## src/rtl/tff_toggle_receiver_pkg.sv

```systemverilog
`default_nettype none
// +------------------------------------------------------------------+
// | tff_link_pkg: constants shared by the TFF event-link endpoints.  |
// | Rev 1.0                                                          |
// +------------------------------------------------------------------+
package tff_link_pkg;

  // Transmitter Q and receiver synchroniser must agree on this after reset.
  localparam logic TFF_RESET_LEVEL = 1'b0;

  localparam int DEF_SYNC_STAGES = 2;
  localparam int DEF_PEND_W      = 3;
  localparam int DEF_TOTAL_W     = 8;

endpackage
`default_nettype wire

```

## src/rtl/tff_toggle_receiver_if.sv

```systemverilog
`default_nettype none
// +------------------------------------------------------------------+
// | tff_toggle_receiver_if: toggle line, event handshake and status. |
// | Rev 1.0                                                          |
// +------------------------------------------------------------------+
interface tff_toggle_receiver_if
  import tff_link_pkg::*;
#(
  parameter int PEND_W  = DEF_PEND_W,
  parameter int TOTAL_W = DEF_TOTAL_W
);
  logic               toggleIn;
  logic               eventValid;
  logic               eventReady;
  logic [PEND_W-1:0]  pendingCount;
  logic [TOTAL_W-1:0] totalCount;
  logic               overflow;
  logic               clearOverflow;

  // Receiver side
  modport slave (
    input  toggleIn, eventReady, clearOverflow,
    output eventValid, pendingCount, totalCount, overflow
  );

  // Source/consumer side
  modport master (
    output toggleIn, eventReady, clearOverflow,
    input  eventValid, pendingCount, totalCount, overflow
  );
endinterface
`default_nettype wire

```

## src/rtl/tff_toggle_receiver_sync.sv

```systemverilog
`default_nettype none
// +------------------------------------------------------------------+
// | toggle_sync: synchronises the toggle level, pulses on each edge. |
// | Rev 1.0                                                          |
// +------------------------------------------------------------------+
module toggle_sync
  import tff_link_pkg::*;
#(
  parameter int SYNC_STAGES = DEF_SYNC_STAGES
) (
  input  wire logic clk,
  input  wire logic asyncReset,
  input  wire logic toggle_i,
  output logic      pulse_o
);

  logic [SYNC_STAGES-1:0] sync_q;
  logic [SYNC_STAGES-1:0] sync_d;
  logic                   prev_q;

  assign sync_d = {sync_q[SYNC_STAGES-2:0], toggle_i};

  always_ff @(posedge clk or posedge asyncReset) begin
    if (asyncReset) begin
      sync_q <= {SYNC_STAGES{TFF_RESET_LEVEL}};
      prev_q <= TFF_RESET_LEVEL;
    end else begin
      sync_q <= sync_d;
      prev_q <= sync_q[SYNC_STAGES-1];
    end
  end

  // Either direction of level change is one event.
  assign pulse_o = sync_q[SYNC_STAGES-1] ^ prev_q;

endmodule
`default_nettype wire

```

## src/rtl/tff_toggle_receiver.sv

```systemverilog
`default_nettype none
// +------------------------------------------------------------------+
// | tff_toggle_receiver: toggle-link events -> buffered valid/ready. |
// | Rev 1.0                                                          |
// +------------------------------------------------------------------+
module tff_toggle_receiver
  import tff_link_pkg::*;
#(
  parameter int SYNC_STAGES = DEF_SYNC_STAGES,
  parameter int PEND_W      = DEF_PEND_W,
  parameter int TOTAL_W     = DEF_TOTAL_W
) (
  input  wire logic             clk,
  input  wire logic             asyncReset,
  tff_toggle_receiver_if.slave  bus
);

  localparam logic [PEND_W-1:0] PEND_MAX = '1;

  logic               eventPulse;
  logic               eventValid;
  logic               accept;
  logic               drop;
  logic [PEND_W-1:0]  pend_q,  pend_d;
  logic [TOTAL_W-1:0] total_q, total_d;
  logic               ovf_q,   ovf_d;

  toggle_sync #(
    .SYNC_STAGES (SYNC_STAGES)
  ) u_sync (
    .clk        (clk),
    .asyncReset (asyncReset),
    .toggle_i   (bus.toggleIn),
    .pulse_o    (eventPulse)
  );

  // Valid comes straight from the counter, never from eventReady.
  assign eventValid = (pend_q != '0);
  assign accept     = eventValid & bus.eventReady;

  always_comb begin
    pend_d  = pend_q;
    drop    = 1'b0;
    if (eventPulse && !accept) begin
      if (pend_q == PEND_MAX) begin
        drop = 1'b1;
      end else begin
        pend_d = pend_q + 1'b1;
      end
    end else if (!eventPulse && accept) begin
      pend_d = pend_q - 1'b1;
    end
    total_d = total_q + TOTAL_W'(eventPulse);
    ovf_d   = drop | (ovf_q & ~bus.clearOverflow);
  end

  always_ff @(posedge clk or posedge asyncReset) begin
    if (asyncReset) begin
      pend_q  <= '0;
      total_q <= '0;
      ovf_q   <= 1'b0;
    end else begin
      pend_q  <= pend_d;
      total_q <= total_d;
      ovf_q   <= ovf_d;
    end
  end

  assign bus.eventValid   = eventValid;
  assign bus.pendingCount = pend_q;
  assign bus.totalCount   = total_q;
  assign bus.overflow     = ovf_q;

endmodule
`default_nettype wire
```

## src/flat_wrapper.sv

```systemverilog
// flat-port wrapper written by rule: the top's interface ports become plain ports
module tff_toggle_receiver_flat import tff_link_pkg::*;
#(
  parameter int SYNC_STAGES = DEF_SYNC_STAGES,
  parameter int PEND_W      = DEF_PEND_W,
  parameter int TOTAL_W     = DEF_TOTAL_W
)
  (clk, asyncReset, bus_toggleIn, bus_eventReady, bus_clearOverflow, bus_eventValid, bus_pendingCount, bus_totalCount, bus_overflow);
  tff_toggle_receiver_if #(.PEND_W(PEND_W), .TOTAL_W(TOTAL_W)) bus_i ();
  input  wire logic clk;
  input  wire logic asyncReset;
  input wire logic [$bits(bus_i.toggleIn)-1:0] bus_toggleIn;
  input wire logic [$bits(bus_i.eventReady)-1:0] bus_eventReady;
  input wire logic [$bits(bus_i.clearOverflow)-1:0] bus_clearOverflow;
  output wire logic [$bits(bus_i.eventValid)-1:0] bus_eventValid;
  output wire logic [$bits(bus_i.pendingCount)-1:0] bus_pendingCount;
  output wire logic [$bits(bus_i.totalCount)-1:0] bus_totalCount;
  output wire logic [$bits(bus_i.overflow)-1:0] bus_overflow;
  assign bus_i.toggleIn = bus_toggleIn;
  assign bus_i.eventReady = bus_eventReady;
  assign bus_i.clearOverflow = bus_clearOverflow;
  assign bus_eventValid = bus_i.eventValid;
  assign bus_pendingCount = bus_i.pendingCount;
  assign bus_totalCount = bus_i.totalCount;
  assign bus_overflow = bus_i.overflow;
  tff_toggle_receiver #(.SYNC_STAGES(SYNC_STAGES), .PEND_W(PEND_W), .TOTAL_W(TOTAL_W)) u_core (.clk(clk), .asyncReset(asyncReset), .bus(bus_i));
endmodule
```

## config.mk

```make
export PLATFORM = sky130hd
export DESIGN_NAME = tff_toggle_receiver_flat
export DESIGN_NICKNAME = d
export VERILOG_FILES = /design/src/rtl/tff_toggle_receiver_pkg.sv /design/src/rtl/tff_toggle_receiver_if.sv /design/src/rtl/tff_toggle_receiver_sync.sv /design/src/rtl/tff_toggle_receiver.sv /design/src/flat_wrapper.sv
export SDC_FILE = /design/constraint.sdc
export NUM_CORES = 1
export LEC_CHECK = 0
export ABC_AREA = 0
export BUFFER_PORTS_ARGS = -buffer_cell sky130_fd_sc_hd__buf_4
export CORE_MARGIN = 8
export CORE_UTILIZATION = 53
export CTS_BUF_LIST = sky130_fd_sc_hd__clkbuf_4 sky130_fd_sc_hd__clkbuf_8
export CTS_CLUSTER_DIAMETER = 60
export DETAILED_ROUTE_END_ITERATION = 12
export GPL_ROUTABILITY_DRIVEN = 1
export PLACE_DENSITY = 0.79
export SLEW_MARGIN = 10
export SYNTH_ARGS = -nofsm -noshare
export SYNTH_HDL_FRONTEND = slang
export SYNTH_SLANG_ARGS = --single-unit
```

## constraint.sdc

```tcl
create_clock -name clk -period 2.5 [get_ports clk]
set_input_delay 0.375 -clock clk [delete_from_list [all_inputs] [get_ports clk]]
set_output_delay 0.375 -clock clk [all_outputs]
set_load 0.005 [all_outputs]
```

After elaboration in Yosys (flattened, before gate mapping). Cells that the tools add are included.

Add/sub/neg operators: 3. Multiply operators: 0. Div/mod/pow operators: 0. $lt $le $gt $ge: 0. Equal/unequal tests: 2. Shift-type cells: 0. Mux-type cells: 5. Bitwise operators: 5. Reductions and logical operators: 7.

Operator list (number): 3-bit 2-to-1 mux (3); 8-bit by 1-bit adder with 8-bit output (1); 3-bit by 1-bit adder with 3-bit output, second input constant (1); 3-bit == test, second input constant (1); 3-bit nonzero test (1); 3-bit by 1-bit subtractor with 3-bit output, second input constant (1); 1-bit AND (2); 1-bit logical AND (2); 1-bit logical NOT (2); 1-bit 2-to-1 mux (2); 2-bit != test, second input constant (1); 2-bit AND reduction (1); 2-bit nonzero test (1); 1-bit NOT (1); 1-bit bitwise OR (1); 1-bit XOR (1).

Flip-flop bits (word level): 15. Bits in latches: 0. Memory bits (writable): 0. ROM bits: 0. Output and inout port bits: 13. Word-level logic and storage cells: 27. Memories: 0.

Logic depth before layout (Yosys ltp). Gate-level depths: netlist (run 1).

Word-level depth: 6. Mapped depth: 9.

Hierarchy. A second synthesis (run 1) with hierarchy kept.

Cells, all modules: 72. Area, all modules: 797.0 µm².

Modules (own cells, without submodules): tff_toggle_receiver (instances 1, cells an instance 67, area an instance 709.4 µm²); toggle_sync (instances 1, cells an instance 5, area an instance 87.6 µm²).

Worst setup path before layout (run 1). OpenSTA, ideal clock, no wires.

Path kind: register -> register. From: register u_core.pend_q[2], in the netlist u_core.bus.pendingCount[2]. To: register u_core.pend_q[2], in the netlist u_core.bus.pendingCount[2]. Arrival: 2164 ps. Data required time: 2413 ps. Slack: 249 ps. Stages on the path, launching flop included: 10. Period minus slack after synthesis: 2251 ps. Cells stage by stage: dfrtp_1 > clkbuf_1 > or3_1 > nand2_1 > nand2_1 > fa_1 > or4bb_1 > o21ai_0 > a21oi_1 > o211ai_1.

Word-level cells in the longest chain between the ends: 6.

Ends and longest elaborated chain: start: declaration (RTL line tff_toggle_receiver.sv:24) `logic [PEND_W-1:0] pend_q, pend_d;`; start signal: assignment (RTL line tff_toggle_receiver.sv:63) `pend_q <= pend_d;`; 3-bit nonzero test * (RTL line tff_toggle_receiver.sv:38) `assign eventValid = (pend_q != '0);`; net bus_eventValid (RTL line flat_wrapper.sv:15) `output wire logic [$bits(bus_i.eventValid)-1:0] bus_eventValid;`; 1-bit AND * (RTL line tff_toggle_receiver.sv:39) `assign accept = eventValid & bus.eventReady;`; 1-bit logical NOT (RTL line tff_toggle_receiver.sv:44) `if (eventPulse && !accept) begin`; 1-bit logical AND (RTL line tff_toggle_receiver.sv:44); 2-bit != test (no source line) or 2-bit nonzero test (tied branches); 2-bit AND reduction (no source line).

The timed path passes the listed nets; every way through them passes the cells marked *. The select of a mux whose other input is x is not followed. A chain may end at the register's enable or synchronous reset.

Worst setup path after layout (run 1).
From: register u_core.pend_q[1], in the netlist u_core.bus.pendingCount[1]. To: register u_core.pend_q[2], in the netlist u_core.bus.pendingCount[2].

Word-level cells in the longest chain between the ends: 6.

Ends and longest elaborated chain (RTL line): 3-bit nonzero test (tff_toggle_receiver.sv:38); 1-bit AND (tff_toggle_receiver.sv:39); 1-bit logical NOT (tff_toggle_receiver.sv:44); 1-bit logical AND (tff_toggle_receiver.sv:44); 2-bit != test (no source line) or 2-bit nonzero test (tied branches); 2-bit AND reduction (no source line).

Several ways; a longest one is shown, not always the timed one. The select of a mux whose other input is x is not followed.

==> results of run 1 <==
metrics by stage:
stage	hold WS [ns]	util	cell area [um2]	power, uW	std cells
after detailed placement	0.3498	0.6895	908.4	873.7	100
final	0.1457	0.7123	938.4	1005	104
after floorplan	0.2765	-	755.7	654.4	68
after global placement	0.3332	0.6895	908.4	854.5	100
after global routing	0.1916	0.7123	938.4	1087	104
after CTS	0.1631	0.7123	938.4	1019	104
layout by cell type, fill, tap and decap left out, drive strengths merged:
| cell type | instances |
|---|---|
| xnor2 | 6 |
| a21o | 1 |
| o211ai | 2 |
| o22ai | 1 |
| a41oi | 1 |
| o31ai | 1 |
| dfrtp | 15 |
| and3 | 1 |
| clkbuf | 4 |
| o21ai | 4 |
| o21bai | 1 |
| inv | 5 |
| or3 | 1 |
| and2 | 1 |
| nand2 | 5 |
| a211oi | 1 |
| nand3 | 3 |
| buf | 19 |
| nand4b | 2 |
| xor2 | 2 |
| nor2 | 2 |
| nand2b | 1 |
| a32oi | 1 |
| nand4 | 3 |
| ha | 2 |
| a21oi | 1 |
| fa | 1 |
| or4bb | 1 |
| and4 | 1 |
final timing paths:
| kind | startpoint | end | slack, ns | depth (start not counted) |
|---|---|---|---|---|
| min in group clk | bus_toggleIn | u_core.u_sync.sync_q[0] | 0.21 | 1 |
| worst max register to register | u_core.bus.pendingCount[1] | u_core.bus.pendingCount[2] | 0.30 | 8 |
| max in group asynchronous | asyncReset | u_core.bus.totalCount[1] | 2.00 | 2 |
| worst max-delay path | u_core.bus.pendingCount[1] | u_core.bus.pendingCount[2] | 0.30 | 8 |
| worst min register to register | u_core.u_sync.sync_q[0] | u_core.u_sync.sync_q[1] | 0.36 | 0 |
| worst min-delay path | asyncReset | u_core.bus.totalCount[6] | 0.15 | 2 |
area by class of cell:
type,count,area (um2),area share
Inverter,5,21.27,0.02267
Clock buffer,4,30.03,0.03200
Timing Repair Buffer,19,142.6,0.1520
Sequential cell,15,375.4,0.4000
Tap cell,15,18.77,0.02000
Multi-Input combinational cell,46,350.3,0.3733
routing by layer:
metal  vias to the layer above  track usage  wire length [um]
li1                        288            -                 -
met1                       282       0.1431               640
met4                         0      0.03782                 0
met5                         -            0                 0
met3                         0      0.05234               111
met2                        13       0.1834               707
cell families (layout without fill, tap and decap cells):
logic type | after synthesis | in the layout | synth area share
DFF | 15 | 15 | 0.4967
xor gates and xnor gates | 8 | 8 | 0.1176
adders and majority gates | 3 | 3 | 0.05960
and+or+nand+nor | 21 | 21 | 0.1623
AOI/OAI and AO/OA | 14 | 14 | 0.1242
buffers and inverters | 7 | 28 | 0.03972
power by group:
| group | internal, uW | switching [uW] |
|---|---|---|
| sequential | 327 | 82.8 |
| combinational | 246 | 207 |
| clock | 72.6 | 69.6 |
registers in the layout (all words and copies together), names as in the netlist:
signal	cells
u_core.bus.overflow	1
u_core.u_sync.sync_q	2
u_core.u_sync.prev_q	1
u_core.bus.pendingCount	3
u_core.bus.totalCount	8
worst max-delay path: stages, from the launching register on:
cell      delay (ns)
dfrtp_1         0.47
or3_1           0.36
nand2_1         0.08
nand2_1         0.06
fa_1            0.38
or4bb_1         0.47
o21ai_0         0.18
a21oi_1         0.06
o211ai_1        0.08
==> results.py, run 1 <==
metrics = {
    "outcome": {
        "status": "completed",
    },
    "cts": {
        "cts_hold_buf": 0,
        "htreeDepth": 1,
        "cts_made_buffers": 3,
        "clock_path_buffers": 2,
        "clock_latency_ns": 0.27,
        "cts_setup_buffers": 0,
        "cts_sinks": 15,
        "tritoncts": "built",
        "ctsResizeCount": 0,
        "ctsRootBufferMaster": "clkbuf_4",
        "cts.clk_slew.worst_paths_ns": 0.08,
    },
    "timing": {
        "slew_violations": 0,
        "fmax_mhz": 453.7,
        "worst_pin_slew_ns": 0.5450,
        "setup_viol_count_final": 0,
        "hold_viol": 0,
        "setup_ws_ns": 0.2960,
        "period_minus_slack_ns": 2.204,
        "max-slew-margin-rel": 0.6362,
        "clock_skew_ns": 0.001212,
        "min_period_over_period": 0.8816,
        "finalSetupTns_ns": 0,
        "grt_setup_unrepaired": "false",
    },
    "critical_path": {
        "crit_fanout": 8,
        "crit_path_end_kind": "flip-flop",
        "crit_type": "flip-flop to flip-flop",
        "crit_required_ns": 2.70,
        "critPathLaunchType": "flip-flop",
        "cp.arrival_ns": 2.40,
    },
    "routing": {
        "routed_wl_mm": 1.458,
        "drc_errors": 0,
        "vias": 583,
        "routedWlPerCell_um": 14.02,
        "viasPerCell": 5.606,
        "drt_iter0_markers": 10,
        "antenna_left": 0,
        "firstDrtPassIters": 5,
    },
    "synth": {
        "async_flop_share": 1.000,
        "synth_edf_count": 0,
        "post-synth-top-count-cell": "dfrtp_1",
        "synthFlopType": "dfrtp_1",
        "synthTopCellsByArea": "dfrtp_1, xnor2_1, xnor2_4, ha_1, fa_1",
        "yosysWarnings": 0,
        "synthesis.area_um2": 755.7,
        "ys_types": 31,
        "synth_nets": 76,
        "synth_seq_cells": 15,
        "ys_seq_area_frac": 0.4967,
        "synthCells": 68,
        "synth_common_cells": "dfrtp_1, nand2_1, xnor2_1",
        "post-synth-top-area-cell": "dfrtp_1",
        "yosys.area.top_type_share": 0.4967,
        "avgSynthCellArea_um2": 11.11,
    },
    "grt": {
        "grt_max_degree": 16,
        "grt_pass1_wl_mm": 2.546,
        "grt-ovfl-total": 0,
        "antenna_found_initial": 0,
        "grt_pass1_vias": 577,
        "grt_usage": 0.1180,
    },
    "placement": {
        "place_congestion": 0.8451,
        "io_buffers": 17,
        "dpl_worst_slack_ns": 0.3329,
        "dp_hpwl_mm": 1.148,
    },
    "power": {
        "power_leakage_uw": 0.0004370,
        "power_density_nw_per_um2": 1071,
        "irDropWorstVdd_mv": 0.6228,
    },
    "floorplan": {
        "dieArea_um2": 2890,
        "core-area_um2": 1318,
        "std_cell_rows": 13,
        "start_util": 0.5736,
        "dieWidth_um": 53.76,
        "ios": 18,
        "fp.dieH_um": 53.76,
    },
    "worst_hold_path": {
        "hp-class": "input pin to async pin",
    },
    "layout": {
        "drive_above_1_share": 0.2809,
        "fin_nets": 98,
        "area_growth_syn_to_layout_pct": 24.17,
        "fillCellCount": 97,
        "antenna_cells": 0,
    },
    "run": {
        "max-cap-violations": 0,
    },
}
No activity file was read; power rests on OpenSTA's default activity.
==> run 2, diff against run 1 <==
Settings changed: ABC_AREA 0 to 1, CORE_AREA set to 8 8 45 47, CORE_MARGIN 8 to unset, CORE_UTILIZATION 53 to unset, DIE_AREA set to 0 0 53 55, PLACE_DENSITY 0.79 to 0.76.
==> run 2 against run 1 <==
  * Wire length decreased by 18%
  * Critical path type unchanged
  * Synthesized cell count fell by 13%
  * First-iteration DRC count is 70% lower
  * Via count fell by 18%
  * Cell count down 7.7%
  * Clock skew increased by 0.0026 ns
  * Clock-buffer cell count unchanged
  * Critical endpoint unchanged
  * Flip-flop and latch count is the same
  * Critical path depth stayed put
  * Power shrank 6.2%
  * Global-route usage decreased by 2.7 points
==> results.py, run 2 <==
metrics = {
    "synth": {
        "synth_nets": 67,
        "yosys.area.top_type_share": 0.5693,
        "yosysWarnings": 0,
        "ys_types": 17,
        "post-synth-top-count-cell": "dfrtp_1",
        "synth_edf_count": 0,
        "avgSynthCellArea_um2": 11.18,
        "ys_seq_area_frac": 0.5693,
        "synthFlopType": "dfrtp_1",
        "synthCells": 59,
        "async_flop_share": 1.000,
        "synthTopCellsByArea": "dfrtp_1, nand3_1, xnor2_1, xor2_1, nand2_1",
        "synthesis.area_um2": 659.4,
        "post-synth-top-area-cell": "dfrtp_1",
        "synth_seq_cells": 15,
        "synth_common_cells": "dfrtp_1, nand2_1, nand3_1",
    },
    "critical_path": {
        "crit_fanout": 5,
        "crit_path_end_kind": "flip-flop",
        "rr_worst_depth": 8,
        "cp.arrival_ns": 1.86,
        "crit_type": "flip-flop to flip-flop",
        "critPathLaunchType": "flip-flop",
        "r2r-end": "u_core.bus.pendingCount[2]",
        "rr_startpoint": "u_core.bus.pendingCount[0]",
        "regToRegSetupSlack_ns": 0.81,
        "crit_required_ns": 2.68,
    },
    "grt": {
        "grt_usage": 0.09061,
        "antenna_found_initial": 0,
        "grt_pass1_wl_mm": 1.938,
        "grt_pass1_vias": 478,
        "grt-ovfl-total": 0,
        "grt_max_degree": 16,
    },
    "layout": {
        "fin_nets": 89,
        "drive_above_1_share": 0.3500,
        "antenna_cells": 0,
        "layout_commonest_cell": "buf_4",
        "mostFrequentLayoutCells": "buf_4, dfrtp_1, nand2_1, nand3_1, inv_1",
        "finish.utilization": 0.6049,
        "fillCellCount": 124,
        "regArea_um2": 375.4,
        "stdcell_count": 96,
        "largest_reg_flops": 8,
        "area_growth_syn_to_layout_pct": 26.95,
        "multiInputGateArea_um2": 265.3,
    },
    "timing": {
        "min_period_over_period": 0.6742,
        "fmax_mhz": 593.3,
        "setup_viol_count_final": 0,
        "period_minus_slack_ns": 1.685,
        "hold_viol": 0,
        "slew_violations": 0,
        "clock_skew_ns": 0.003800,
        "setup_ws_ns": 0.8146,
        "finalSetupTns_ns": 0,
        "hold_slack_ns": 0.1296,
        "worst_pin_slew_ns": 0.5408,
        "max-slew-margin-rel": 0.6391,
        "grt_setup_unrepaired": "false",
    },
    "routing": {
        "viasPerCell": 4.969,
        "firstDrtPassIters": 2,
        "drt_iter0_markers": 3,
        "antenna_left": 0,
        "routed_wl_mm": 1.195,
        "vias": 477,
        "drc_errors": 0,
        "routedWlPerCell_um": 12.45,
    },
    "floorplan": {
        "fp.dieH_um": 55,
        "dieWidth_um": 53,
        "core-area_um2": 1384,
        "start_util": 0.4765,
        "std_cell_rows": 14,
        "ios": 18,
        "dieArea_um2": 2915,
    },
    "cts": {
        "cts_sinks": 15,
        "ctsResizeCount": 0,
        "clock_path_buffers": 2,
        "htreeDepth": 1,
        "clock_latency_ns": 0.28,
        "ctsRootBufferMaster": "clkbuf_4",
        "cts_setup_buffers": 0,
        "cts_made_buffers": 3,
        "cts_hold_buf": 0,
        "cts.clk_slew.worst_paths_ns": 0.08,
        "tritoncts": "built",
    },
    "run": {
        "max-cap-violations": 0,
    },
    "power": {
        "power_density_nw_per_um2": 1127,
        "power_leakage_uw": 0.0004228,
        "irDropWorstVdd_mv": 0.7282,
    },
    "placement": {
        "dp.cells": 92,
        "dpl_worst_slack_ns": 0.8301,
        "place_congestion": 0.7707,
        "io_buffers": 17,
        "dp_hpwl_um": 963.7,
    },
    "worst_hold_path": {
        "hp-class": "input pin to async pin",
    },
    "outcome": {
        "status": "completed",
    },
}
-- run 2: per-layer routing --
metal  GRT usage  part of all wire  routed length, um  up-vias
li1            -                 -                  -      233
met1     0.09888              0.44                528      224
met2      0.1445              0.44                531       17
met3     0.03209             0.090                107        3
met4     0.06466             0.023                 27        0
met5           0                 0                  0        -
-- run 2: final cells by class --
type	count	area share
multi-input combinational	39	0.3169
sequential	15	0.4484
timing repair buffer	17	0.1525
tap	16	0.02392
clock buffer	4	0.03587
inverter	5	0.02242
-- run 2: cell families after synthesis --
| kind of cell | count (synthesis) | share of synthesized area |
|---|---|---|
| compound gates | 2 | 0.01708 |
| xor+xnor | 8 | 0.1063 |
| fa+ha+maj | 3 | 0.06831 |
| buf+inv | 5 | 0.02847 |
| flops | 15 | 0.5693 |
| simple gates | 26 | 0.2106 |
-- run 2: worst max-delay path, cell delays in order (launching register included) --
cell and delay, ns:
dfrtp_1 0.45, nor2_1 0.15, nand2_2 0.08, nand2_2 0.09, nand2_2 0.08, fa_1 0.38, nand3b_1 0.19, nand4_1 0.10
nand2_1 0.05
-- run 2: power by group --
group | leakage, uW | internal [uW] | switching (uW)
clock network | 0.0000184 | 72.8 | 72.1
logic | 0.000220 | 205 | 165
registers | 0.000184 | 330 | 98.3
total | 0.000423 | 608 | 335
-- run 2: worst max path at each step --
stage                               startpoint                          to  slack, ns
floorplan           u_core.bus.pendingCount[0]  u_core.bus.pendingCount[2]       0.91
global placement    u_core.bus.pendingCount[0]  u_core.bus.pendingCount[2]       0.88
finish              u_core.bus.pendingCount[0]  u_core.bus.pendingCount[2]       0.81
global route        u_core.bus.pendingCount[0]  u_core.bus.pendingCount[2]       0.71
detailed placement  u_core.bus.pendingCount[0]  u_core.bus.pendingCount[2]       0.83
CTS                 u_core.bus.pendingCount[0]  u_core.bus.pendingCount[2]       0.81
-- run 2: per-stage QoR --
step	instance area [um2]	total power (uW)
final	837.1	943.2
after global routing	837.1	1012
after CTS	837.1	954.6
after detailed placement	807.0	809.9
after global placement	807.0	793.4
after floorplan	659.4	609.9
==> run 3, diff against run 2 <==
Settings changed: ABC_AREA 1 to 0, CORE_AREA 8 8 45 47 to unset, CORE_MARGIN set to 8, CORE_UTILIZATION set to 48, DIE_AREA 0 0 53 55 to unset.
Clock period 2.5 ns to 1.5 ns, I/O delays scaled along.
==> run 3 against run 2 <==
  * The run now ends with hold timing, setup timing left
  * Wire length is 59% higher
  * Register-to-register slack worse by 1.4 ns
  * Clock power increased by 58%
  * Flip-flop and latch count unchanged
  * Clock skew fell by 0.00091 ns
  * Utilization rose by 14 points
  * Worst setup slack got worse by 1.4 ns
  * Global-route usage up 1.6 points
==> results.py, run 3 (same netlist as run 1, synthesis figures left out) <==
metrics = {
    "outcome": {
        "status": "finished with violations",
        "violations": "hold timing, setup timing",
    },
    "timing": {
        "grt_setup_unrepaired": "true",
        "fmax_mhz": 476.6,
        "slew_violations": 0,
        "setup_viol_count_final": 8,
        "clock_skew_ns": 0.002886,
        "min_period_over_period": 1.399,
        "setup_ws_ns": -0.5983,
        "hold_slack_ns": -0.004424,
        "max-slew-margin-rel": 0.6176,
        "hold_viol": 14,
        "worst_pin_slew_ns": 0.5730,
        "period_minus_slack_ns": 2.098,
    },
    "layout": {
        "fillCellCount": 116,
        "regArea_um2": 377.9,
        "antenna_cells": 0,
        "largest_reg_flops": 8,
        "area_growth_syn_to_layout_pct": 46.19,
        "layout_commonest_cell": "buf_4",
        "finish.utilization": 0.7420,
        "stdcell_count": 117,
        "multiInputGateArea_um2": 417.9,
        "mostFrequentLayoutCells": "buf_4, dfrtp_1, xnor2_1, inv_1",
        "drive_above_1_share": 0.4851,
        "fin_nets": 110,
    },
    "grt": {
        "grt_pass1_wl_mm": 2.725,
        "antenna_found_initial": 0,
        "grt_pass1_vias": 603,
        "grt_usage": 0.1064,
        "grt-ovfl-total": 0,
        "grt_max_degree": 16,
    },
    "floorplan": {
        "start_util": 0.5076,
        "core-area_um2": 1489,
        "dieArea_um2": 3100,
        "fp.dieH_um": 55.68,
        "dieWidth_um": 55.68,
        "std_cell_rows": 14,
        "ios": 18,
    },
    "critical_path": {
        "rr_worst_depth": 8,
        "cp_common_cell": "nand2_2",
        "path_cells": "or3_4, nand2_2, nand2_2, fa_2, or4bb_1, o21ai_1, a21oi_1, o211ai_1",
        "crit_path_end_kind": "flip-flop",
        "regToRegSetupSlack_ns": -0.60,
        "crit_required_ns": 1.70,
        "crit_slowest_cell": "or4bb_1",
        "critPathLaunchType": "flip-flop",
        "worst_path_largest_cell_delay_ns": 0.48,
        "crit_fanout": 2,
        "crit_type": "flip-flop to flip-flop",
        "cp.arrival_ns": 2.30,
        "rr_startpoint": "u_core.bus.pendingCount[0]",
        "r2r-end": "u_core.bus.pendingCount[2]",
    },
    "power": {
        "p_switching_uw": 730.0,
        "power_density_nw_per_um2": 1732,
        "internal_power_uw": 1184,
        "p_comb_frac": 0.508,
        "swShare": 0.3814,
        "power_leakage_uw": 0.0005022,
        "clockPowerShare": 0.120,
        "irDropWorstVdd_mv": 1.054,
        "seqPwrFrac": 0.372,
        "p_total_uw": 1914,
    },
    "routing": {
        "drc_errors": 0,
        "routedWlPerCell_um": 16.23,
        "vias": 661,
        "viasPerCell": 5.650,
        "routed_wl_mm": 1.899,
        "drt_iter0_markers": 19,
        "firstDrtPassIters": 4,
        "antenna_left": 0,
    },
    "cts": {
        "clock_path_buffers": 2,
        "cts_hold_buf": 0,
        "cts.clk_slew.worst_paths_ns": 0.09,
        "cts_sinks": 15,
        "clock_latency_ns": 0.28,
        "ctsRootBufferMaster": "clkbuf_4",
        "cts_made_buffers": 3,
        "tritoncts": "built",
        "htreeDepth": 1,
    },
    "placement": {
        "dp.cells": 107,
        "place_congestion": 0.8205,
        "io_buffers": 17,
        "dp_hpwl_mm": 1.202,
        "dpl_worst_slack_ns": -0.5741,
    },
    "worst_hold_path": {
        "hp-class": "input pin to async pin",
    },
    "run": {
        "max-cap-violations": 0,
    },
}
run 3: worst max path at each step:
stage / end / startpoint / depth (start not counted) / slack [ns]
2_1_floorplan: u_core.bus.pendingCount[2] / u_core.bus.pendingCount[2] / 9 / -0.65
3_3_place_gp: u_core.bus.pendingCount[2] / u_core.bus.pendingCount[0] / 8 / -0.50
3_5_place_dp: u_core.bus.pendingCount[2] / u_core.bus.pendingCount[0] / 8 / -0.57
4_1_cts: u_core.bus.pendingCount[2] / u_core.bus.pendingCount[0] / 8 / -0.58
5_1_grt: u_core.bus.pendingCount[2] / u_core.bus.pendingCount[0] / 8 / -0.66
6_report: u_core.bus.pendingCount[2] / u_core.bus.pendingCount[0] / 8 / -0.60
run 3: timing repair:
action	in CTS	in global routing
cloned	0	0
buffers inserted	1	5
setup endpoints to repair	7	7
pin swaps	3	6
gates resized for setup	6	9
run 3: power by group through the flow:
stage | clock, uW | combinational [uW] | sequential, uW
floorplan | 0 | 414 | 717
detailed placement | 0 | 849 | 681
CTS | 240 | 870 | 684
global placement | 0 | 829 | 668
finish | 229 | 972 | 713
global route | 260 | 1060 | 735
run 3: layer usage:
layer	vias to the layer above	GRT usage	share of wire
met5	-	0	0
met1	320	0.1267	0.38
met3	4	0.03881	0.060
li1	310	-	-
met2	27	0.1635	0.55
met4	0	0.05282	0.012
run 3: area by class of cell:
type | count | share of cell area
tap | 16 | 0.01812
inverter | 5 | 0.01925
clock buffer | 3 | 0.02039
clock inverter | 1 | 0.004530
multi-input combinational | 46 | 0.3783
timing repair buffer | 31 | 0.2174
sequential | 15 | 0.3420
run 3: critical path: cells and delay by family, from the launching register on:
kind	cells	cell delay, ns
adders and majority gates	1	0.33
DFF	1	0.40
and+or+nand+nor	4	1.00
AOI/OAI and AO/OA	3	0.30
run 3: per-stage QoR:
step,TNS (ns),instance area [um2],hold WS [ns]
finish,-2.136,1105,-0.004424
global route,-2.636,1105,0.02386
CTS,-1.529,1020,0.002307
detailed placement,-1.901,962.2,0.3183
global placement,-1.543,962.2,0.3138
floorplan,-1.371,773.2,0.1265
